==> src/rtl/outport_uart_tx.sv <==
// outport_uart_tx: buffers 32-bit Out_Port writes in a small FIFO and sends
// each word as four UART frames, least-significant byte first.
// Frames are 8N1 by default. Defining OUTPORT_UART_TX_PARITY_EN inserts an
// even-parity bit, which makes each frame 8E1.
module outport_uart_tx #(
    parameter int unsigned CLKS_PER_BIT = 4,
    parameter int unsigned FIFO_DEPTH   = 4
) (
    input  logic                             clock,
    input  logic                             clear,
    input  logic                             Out_portIn,
    input  logic [31:0]                      BusMuxOut,
    output logic                             tx,
    output logic                             busy,
    output logic                             fifo_empty,
    output logic                             fifo_full,
    output logic [$clog2(FIFO_DEPTH+1)-1:0]  fifo_count,
    output logic                             overflow
);

    localparam int unsigned CW = $clog2(FIFO_DEPTH + 1);
    localparam int unsigned PW = $clog2(FIFO_DEPTH);
    localparam int unsigned TW = $clog2(CLKS_PER_BIT);

`ifdef OUTPORT_UART_TX_PARITY_EN
    typedef enum logic [2:0] {
        S_IDLE,
        S_START,
        S_DATA,
        S_PARITY,
        S_STOP
    } state_t;
`else
    typedef enum logic [2:0] {
        S_IDLE,
        S_START,
        S_DATA,
        S_STOP
    } state_t;
`endif

    state_t          state_q, state_d;
    logic [TW-1:0]   timer_q, timer_d;
    logic [2:0]      bit_q, bit_d;
    logic [1:0]      byte_q, byte_d;
    logic [31:0]     shift_q, shift_d;
    logic            tx_q, tx_d;
    logic            busy_q, busy_d;
    logic [PW-1:0]   wr_ptr_q, wr_ptr_d;
    logic [PW-1:0]   rd_ptr_q, rd_ptr_d;
    logic [CW-1:0]   count_q, count_d;
    logic            ovf_q, ovf_d;
`ifdef OUTPORT_UART_TX_PARITY_EN
    logic            parity_q, parity_d;
`endif

    logic [31:0]     mem_q [FIFO_DEPTH];

    logic            empty_w;
    logic            full_w;
    logic            pop;
    logic            push;
    logic            bit_end;

    // FIFO status and the push/pop decisions for this edge
    always_comb begin
        empty_w = (count_q == '0);
        full_w  = (count_q == CW'(FIFO_DEPTH));
        pop     = (state_q == S_IDLE) && !empty_w;
        // A pop on the same edge frees a slot, so a write to a full FIFO is still accepted.
        push    = Out_portIn && (!full_w || pop);
        bit_end = (timer_q == TW'(CLKS_PER_BIT - 1));
    end

    // FIFO pointer, occupancy and sticky overflow next-state
    always_comb begin
        wr_ptr_d = push ? wr_ptr_q + 1'b1 : wr_ptr_q;
        rd_ptr_d = pop  ? rd_ptr_q + 1'b1 : rd_ptr_q;
        unique case ({push, pop})
            2'b10:   count_d = count_q + CW'(1);
            2'b01:   count_d = count_q - CW'(1);
            default: count_d = count_q;
        endcase
        ovf_d = ovf_q | (Out_portIn && full_w && !pop);
    end

    // Serializer next-state: frame sequencing, bit timer and registered line value
    always_comb begin
        state_d = state_q;
        timer_d = timer_q + 1'b1;
        bit_d   = bit_q;
        byte_d  = byte_q;
        shift_d = shift_q;
        unique case (state_q)
            S_IDLE: begin
                timer_d = '0;
                if (pop) begin
                    state_d = S_START;
                    shift_d = mem_q[rd_ptr_q];
                    bit_d   = '0;
                    byte_d  = '0;
                end
            end
            S_START: begin
                if (bit_end) begin
                    timer_d = '0;
                    state_d = S_DATA;
                end
            end
            S_DATA: begin
                if (bit_end) begin
                    timer_d = '0;
                    // The whole word shifts right, so the next byte ends up in [7:0].
                    shift_d = shift_q >> 1;
                    if (bit_q == 3'd7) begin
                        bit_d   = '0;
`ifdef OUTPORT_UART_TX_PARITY_EN
                        state_d = S_PARITY;
`else
                        state_d = S_STOP;
`endif
                    end else begin
                        bit_d = bit_q + 3'd1;
                    end
                end
            end
`ifdef OUTPORT_UART_TX_PARITY_EN
            S_PARITY: begin
                if (bit_end) begin
                    timer_d = '0;
                    state_d = S_STOP;
                end
            end
`endif
            S_STOP: begin
                if (bit_end) begin
                    timer_d = '0;
                    if (byte_q == 2'd3) begin
                        state_d = S_IDLE;
                    end else begin
                        byte_d  = byte_q + 2'd1;
                        state_d = S_START;
                    end
                end
            end
            default: begin
                timer_d = '0;
                state_d = S_IDLE;
            end
        endcase

`ifdef OUTPORT_UART_TX_PARITY_EN
        // The byte about to be sent is in shift[7:0] for as long as START lasts.
        parity_d = parity_q;
        if (state_d == S_START) begin
            parity_d = ^shift_d[7:0];
        end
`endif

        unique case (state_d)
            S_START:  tx_d = 1'b0;
            S_DATA:   tx_d = shift_d[0];
`ifdef OUTPORT_UART_TX_PARITY_EN
            S_PARITY: tx_d = parity_d;
`endif
            default:  tx_d = 1'b1;
        endcase
        busy_d = (state_d != S_IDLE);
    end

    // All control state, with an asynchronous clear that aborts any frame in progress
    always_ff @(posedge clock or posedge clear) begin
        if (clear) begin
            state_q  <= S_IDLE;
            timer_q  <= '0;
            bit_q    <= '0;
            byte_q   <= '0;
            shift_q  <= '0;
            tx_q     <= 1'b1;
            busy_q   <= 1'b0;
            wr_ptr_q <= '0;
            rd_ptr_q <= '0;
            count_q  <= '0;
            ovf_q    <= 1'b0;
`ifdef OUTPORT_UART_TX_PARITY_EN
            parity_q <= 1'b0;
`endif
        end else begin
            state_q  <= state_d;
            timer_q  <= timer_d;
            bit_q    <= bit_d;
            byte_q   <= byte_d;
            shift_q  <= shift_d;
            tx_q     <= tx_d;
            busy_q   <= busy_d;
            wr_ptr_q <= wr_ptr_d;
            rd_ptr_q <= rd_ptr_d;
            count_q  <= count_d;
            ovf_q    <= ovf_d;
`ifdef OUTPORT_UART_TX_PARITY_EN
            parity_q <= parity_d;
`endif
        end
    end

    // FIFO storage. It needs no reset because the pointers define which entries are valid.
    always_ff @(posedge clock) begin
        if (push) begin
            mem_q[wr_ptr_q] <= BusMuxOut;
        end
    end

    assign tx         = tx_q;
    assign busy       = busy_q;
    assign fifo_empty = empty_w;
    assign fifo_full  = full_w;
    assign fifo_count = count_q;
    assign overflow   = ovf_q;

endmodule

==> config.mk <==
export PLATFORM = sky130hd
export DESIGN_NAME = outport_uart_tx
export DESIGN_NICKNAME = d
export VERILOG_FILES = /design/src/rtl/outport_uart_tx.sv
export SDC_FILE = /design/constraint.sdc
export NUM_CORES = 1
export LEC_CHECK = 0
export CORE_MARGIN = 1.5
export CORE_UTILIZATION = 42
export CTS_CLUSTER_DIAMETER = 150
export DETAILED_ROUTE_END_ITERATION = 10
export GPL_TIMING_DRIVEN = 0
export PLACE_DENSITY = 0.66
export SYNTH_ARGS = -nofsm -noshare
export SYNTH_HDL_FRONTEND = slang
export SYNTH_SLANG_ARGS = --single-unit
export TNS_END_PERCENT = 50
==> constraint.sdc <==
create_clock -name clock -period 3 [get_ports clock]
set_input_delay 0.45 -clock clock [delete_from_list [all_inputs] [get_ports clock]]
set_output_delay 0.45 -clock clock [all_outputs]
set_load 0.03 [all_outputs]
==> impl_metrics.tcl, run 1 <==
set metrics [dict create \
    criticalPathCategory "flop to output port" \
    cts.sinks 180 \
    clkTransAtPathRegs_ns 0.06 \
    ir_worst_vdd_v 0.0006546 \
    grt_pass1_wl_mm 20.91 \
    ys.flop_type "edfxtp_1" \
    wire_per_inst_um 17.73 \
    htree_levels 4 \
    hp-class "input pin to asynchronous set/reset pin" \
    synth_top_area_cell "edfxtp_1" \
    clock.fmax_ghz 0.3850 \
    max_slew_margin 0.3599 \
    required_ns 2.55 \
    fin_cells 704 \
    numCtsBuffers 17 \
    rsz0062_at_grt "no" \
    start_util 0.4285 \
    synth_cell_type_count 43 \
    post_cts_buffers 0 \
    clockBufferDepth 2 \
    end_kind "output port" \
    gr-total-overflow 0 \
    drtAntennaViolNets 0 \
    pwr_density_cell_nw_per_um2 948.3 \
    dpl.hpwl_mm 7.573 \
    status "complete, no violations" \
    synth_edf_count 128 \
    finalCritPeriodShare 0.8659 \
    cts_tree "yes" \
    fin_util 0.5070 \
    routed_wl_mm 12.48 \
    die_h_um 133.1 \
    syn_area_um2 7106 \
    ys_seq_area_frac 0.7242 \
    cp_max_fo 4 \
    ys_ff_latch 180 \
    area_growth_pct 18.33 \
    slowest_stage "clkdlybuf4s50_1" \
    placed_area_um2 7821 \
    synth_cells 409 \
    worstMarginPinSlew_ns 0.9601 \
    grt_max_degree 34 \
    start_kind "flop" \
    fin_skew_ns 0.006879 \
    ys_top_cells_by_area "edfxtp_1, dfrtp_1, mux4_2" \
    dpl.cell_count 672 \
    worstSkewPairLatency_ns 0.42 \
    cp_data_arrival_time_ns 2.15 \
    async_flop_share 0.2889 \
    dieWidth_um 133.1 \
    syn_nets 453 \
    drc_errors 0 \
    fin_tns_setup_ns 0 \
    ys.warnings.count 0 \
    dr.pass1.iters 4 \
    reg2reg_from "state_q[0]$_DFF_PP0_" \
    track_usage 0.1574 \
    synth_top_area_frac 0.5409 \
    postCtsHoldBufs 0 \
    crit_chain "or3_4 -> inv_1 -> clkdlybuf4s50_1" \
    drt_iter0_drc 259 \
    vias_per_cell 5.145 \
    drv_cap 0 \
    hold_violations 0 \
    syn-mean-instance-area_um2 17.37 \
    leakagePower_nw 3.080 \
    core_um2 16580 \
    nets 515 \
    cts-resized-gates 0 \
    drive_above_1_share 0.1921 \
    dieArea_um2 17710 \
    cp_slowest_stage_delay_ns 0.71 \
    reg2reg_depth 5 \
    rows 47 \
    rr_endpoint "mem_q[0][22]$_DFFE_PP_" \
    rrSetupSlack_ns 0.49 \
    finalSetupViolCount 0 \
    insertedDiodeCount 0 \
    gp_congestion 0.7110 \
    via_count 3622 \
    total_power_mw 7.973 \
    grt_pass1_vias 3934 \
    antenna_found_initial 0 \
    root_buffer "clkbuf_16" \
    io_pins 43 \
    port_buffers 42 \
    period_minus_slack_ns 2.598 \
    final_max_slew_viol_count 0 \
    fin_area_um2 8408 \
]
layer usage:
layer,vias up,track usage,share of wire
li1,1683,-,-
met1,1846,0.2040,0.45
met2,78,0.2587,0.49
met3,15,0.03985,0.043
met4,0,0.05739,0.013
met5,-,0,0
cell families (layout without fill, tap and decap cells):
kind of cell             Yosys count  after routing  share of synthesized area
AO/OA/AOI/OAI                     48             48                    0.05371
XOR/XNOR                           5              5                   0.006163
adder cells (fa/ha/maj)            9              9                    0.01691
buffers and inverters             31            106                    0.02518
flip-flops                       180            180                     0.7242
multiplexers                      36             36                     0.1072
other                              1              1                  0.0005278
AND/OR/NAND/NOR                   99             99                    0.06603
worst max-delay path, delay by kind of cell, from the launching register on:
kind / cells / cell delay, ns
simple gates: 1 / 0.44
flops: 1 / 0.41
buf+inv: 2 / 0.88
stage by stage:
stage                     setup slack, ns  hold slack [ns]
after CTS                          0.3766           0.3682
after global placement             0.3086           0.4320
after global routing               0.3180           0.4062
after floorplan                    0.8808           0.4160
final                              0.4024           0.3677
after detailed placement           0.3859           0.4460
state kept, by name (all words and copies together) (netlist names), 2 cells and up:
register    count
state_q         3
mem_q         128
rd_ptr_q        2
bit_q           3
byte_q          2
wr_ptr_q        2
shift_q        32
timer_q         2
fifo_count      3
power breakdown:
part	switching (mW)	internal (mW)	total (mW)	leakage, nW
clock network	0.867	1.32	2.19	0.271
logic	1.17	1.02	2.19	0.990
registers	0.235	3.36	3.59	1.82
worst max-delay path by stage:
stage                                    from                         to  slack, ns  cells past startpoint
finish              fifo_count[0]$_DFFE_PP0P_                 fifo_empty       0.40                      3
global route        fifo_count[0]$_DFFE_PP0P_                 fifo_empty       0.32                      3
CTS                 fifo_count[0]$_DFFE_PP0P_                 fifo_empty       0.38                      3
detailed placement                 Out_portIn     mem_q[0][25]$_DFFE_PP_       0.39                      3
global placement                        clear    shift_q[24]$_DFFE_PP0P_       0.31                      2
floorplan           fifo_count[0]$_DFFE_PP0P_  fifo_count[2]$_DFFE_PP0P_       0.88                      8
cell type report:
class                           instances  area, um2
Fill cell                            1372       8175
Sequential cell                       180       5146
Multi-Input combinational cell        198       1780
Clock buffer                           22      454.2
Timing Repair Buffer                   43      440.4
Tap cell                              220      275.3
Buffer                                 21      141.4
Clock inverter                         10      132.6
Inverter                               10      37.54
layout by cell type (no fill, tap or decap), types with 2 or more instances in the layout:
cell / count
clkinv_1: 2
a22oi_1: 32
clkbuf_1: 11
nor3_2: 2
or3_4: 2
o211ai_1: 3
nor2_1: 2
clkinvlp_4: 4
mux2i_1: 3
and2_2: 5
nand2_1: 75
buf_6: 6
buf_2: 4
clkbuf_16: 17
bufinv_16: 3
mux4_2: 32
o21ai_0: 4
nor3b_1: 2
buf_4: 3
dfrtp_1: 51
clkdlybuf4s50_1: 42
nand3_1: 2
nor2b_1: 2
inv_1: 9
edfxtp_1: 128
xnor2_1: 5
ha_1: 8
cell usage after synthesis (2+ instances only):
cell type	instances
nor2_1	2
nor3_2	2
and2_2	5
a22oi_1	32
xnor2_1	5
nor2b_1	2
nand3_1	2
inv_1	10
buf_4	3
or3_4	2
dfrtp_1	51
nand2_1	75
ha_1	8
mux2i_1	3
edfxtp_1	128
nor3b_1	2
mux4_2	32
buf_6	6
buf_2	4
o21ai_0	4
o211ai_1	3
clkbuf_1	7
Power figures use the tool's default switching activity.
==> run 2: changes to the inputs <==
SLEW_MARGIN = 5   (was default)
==> results of run 2 <==
Same layout as run 1: the final DEF is identical, and so are final timing and power.
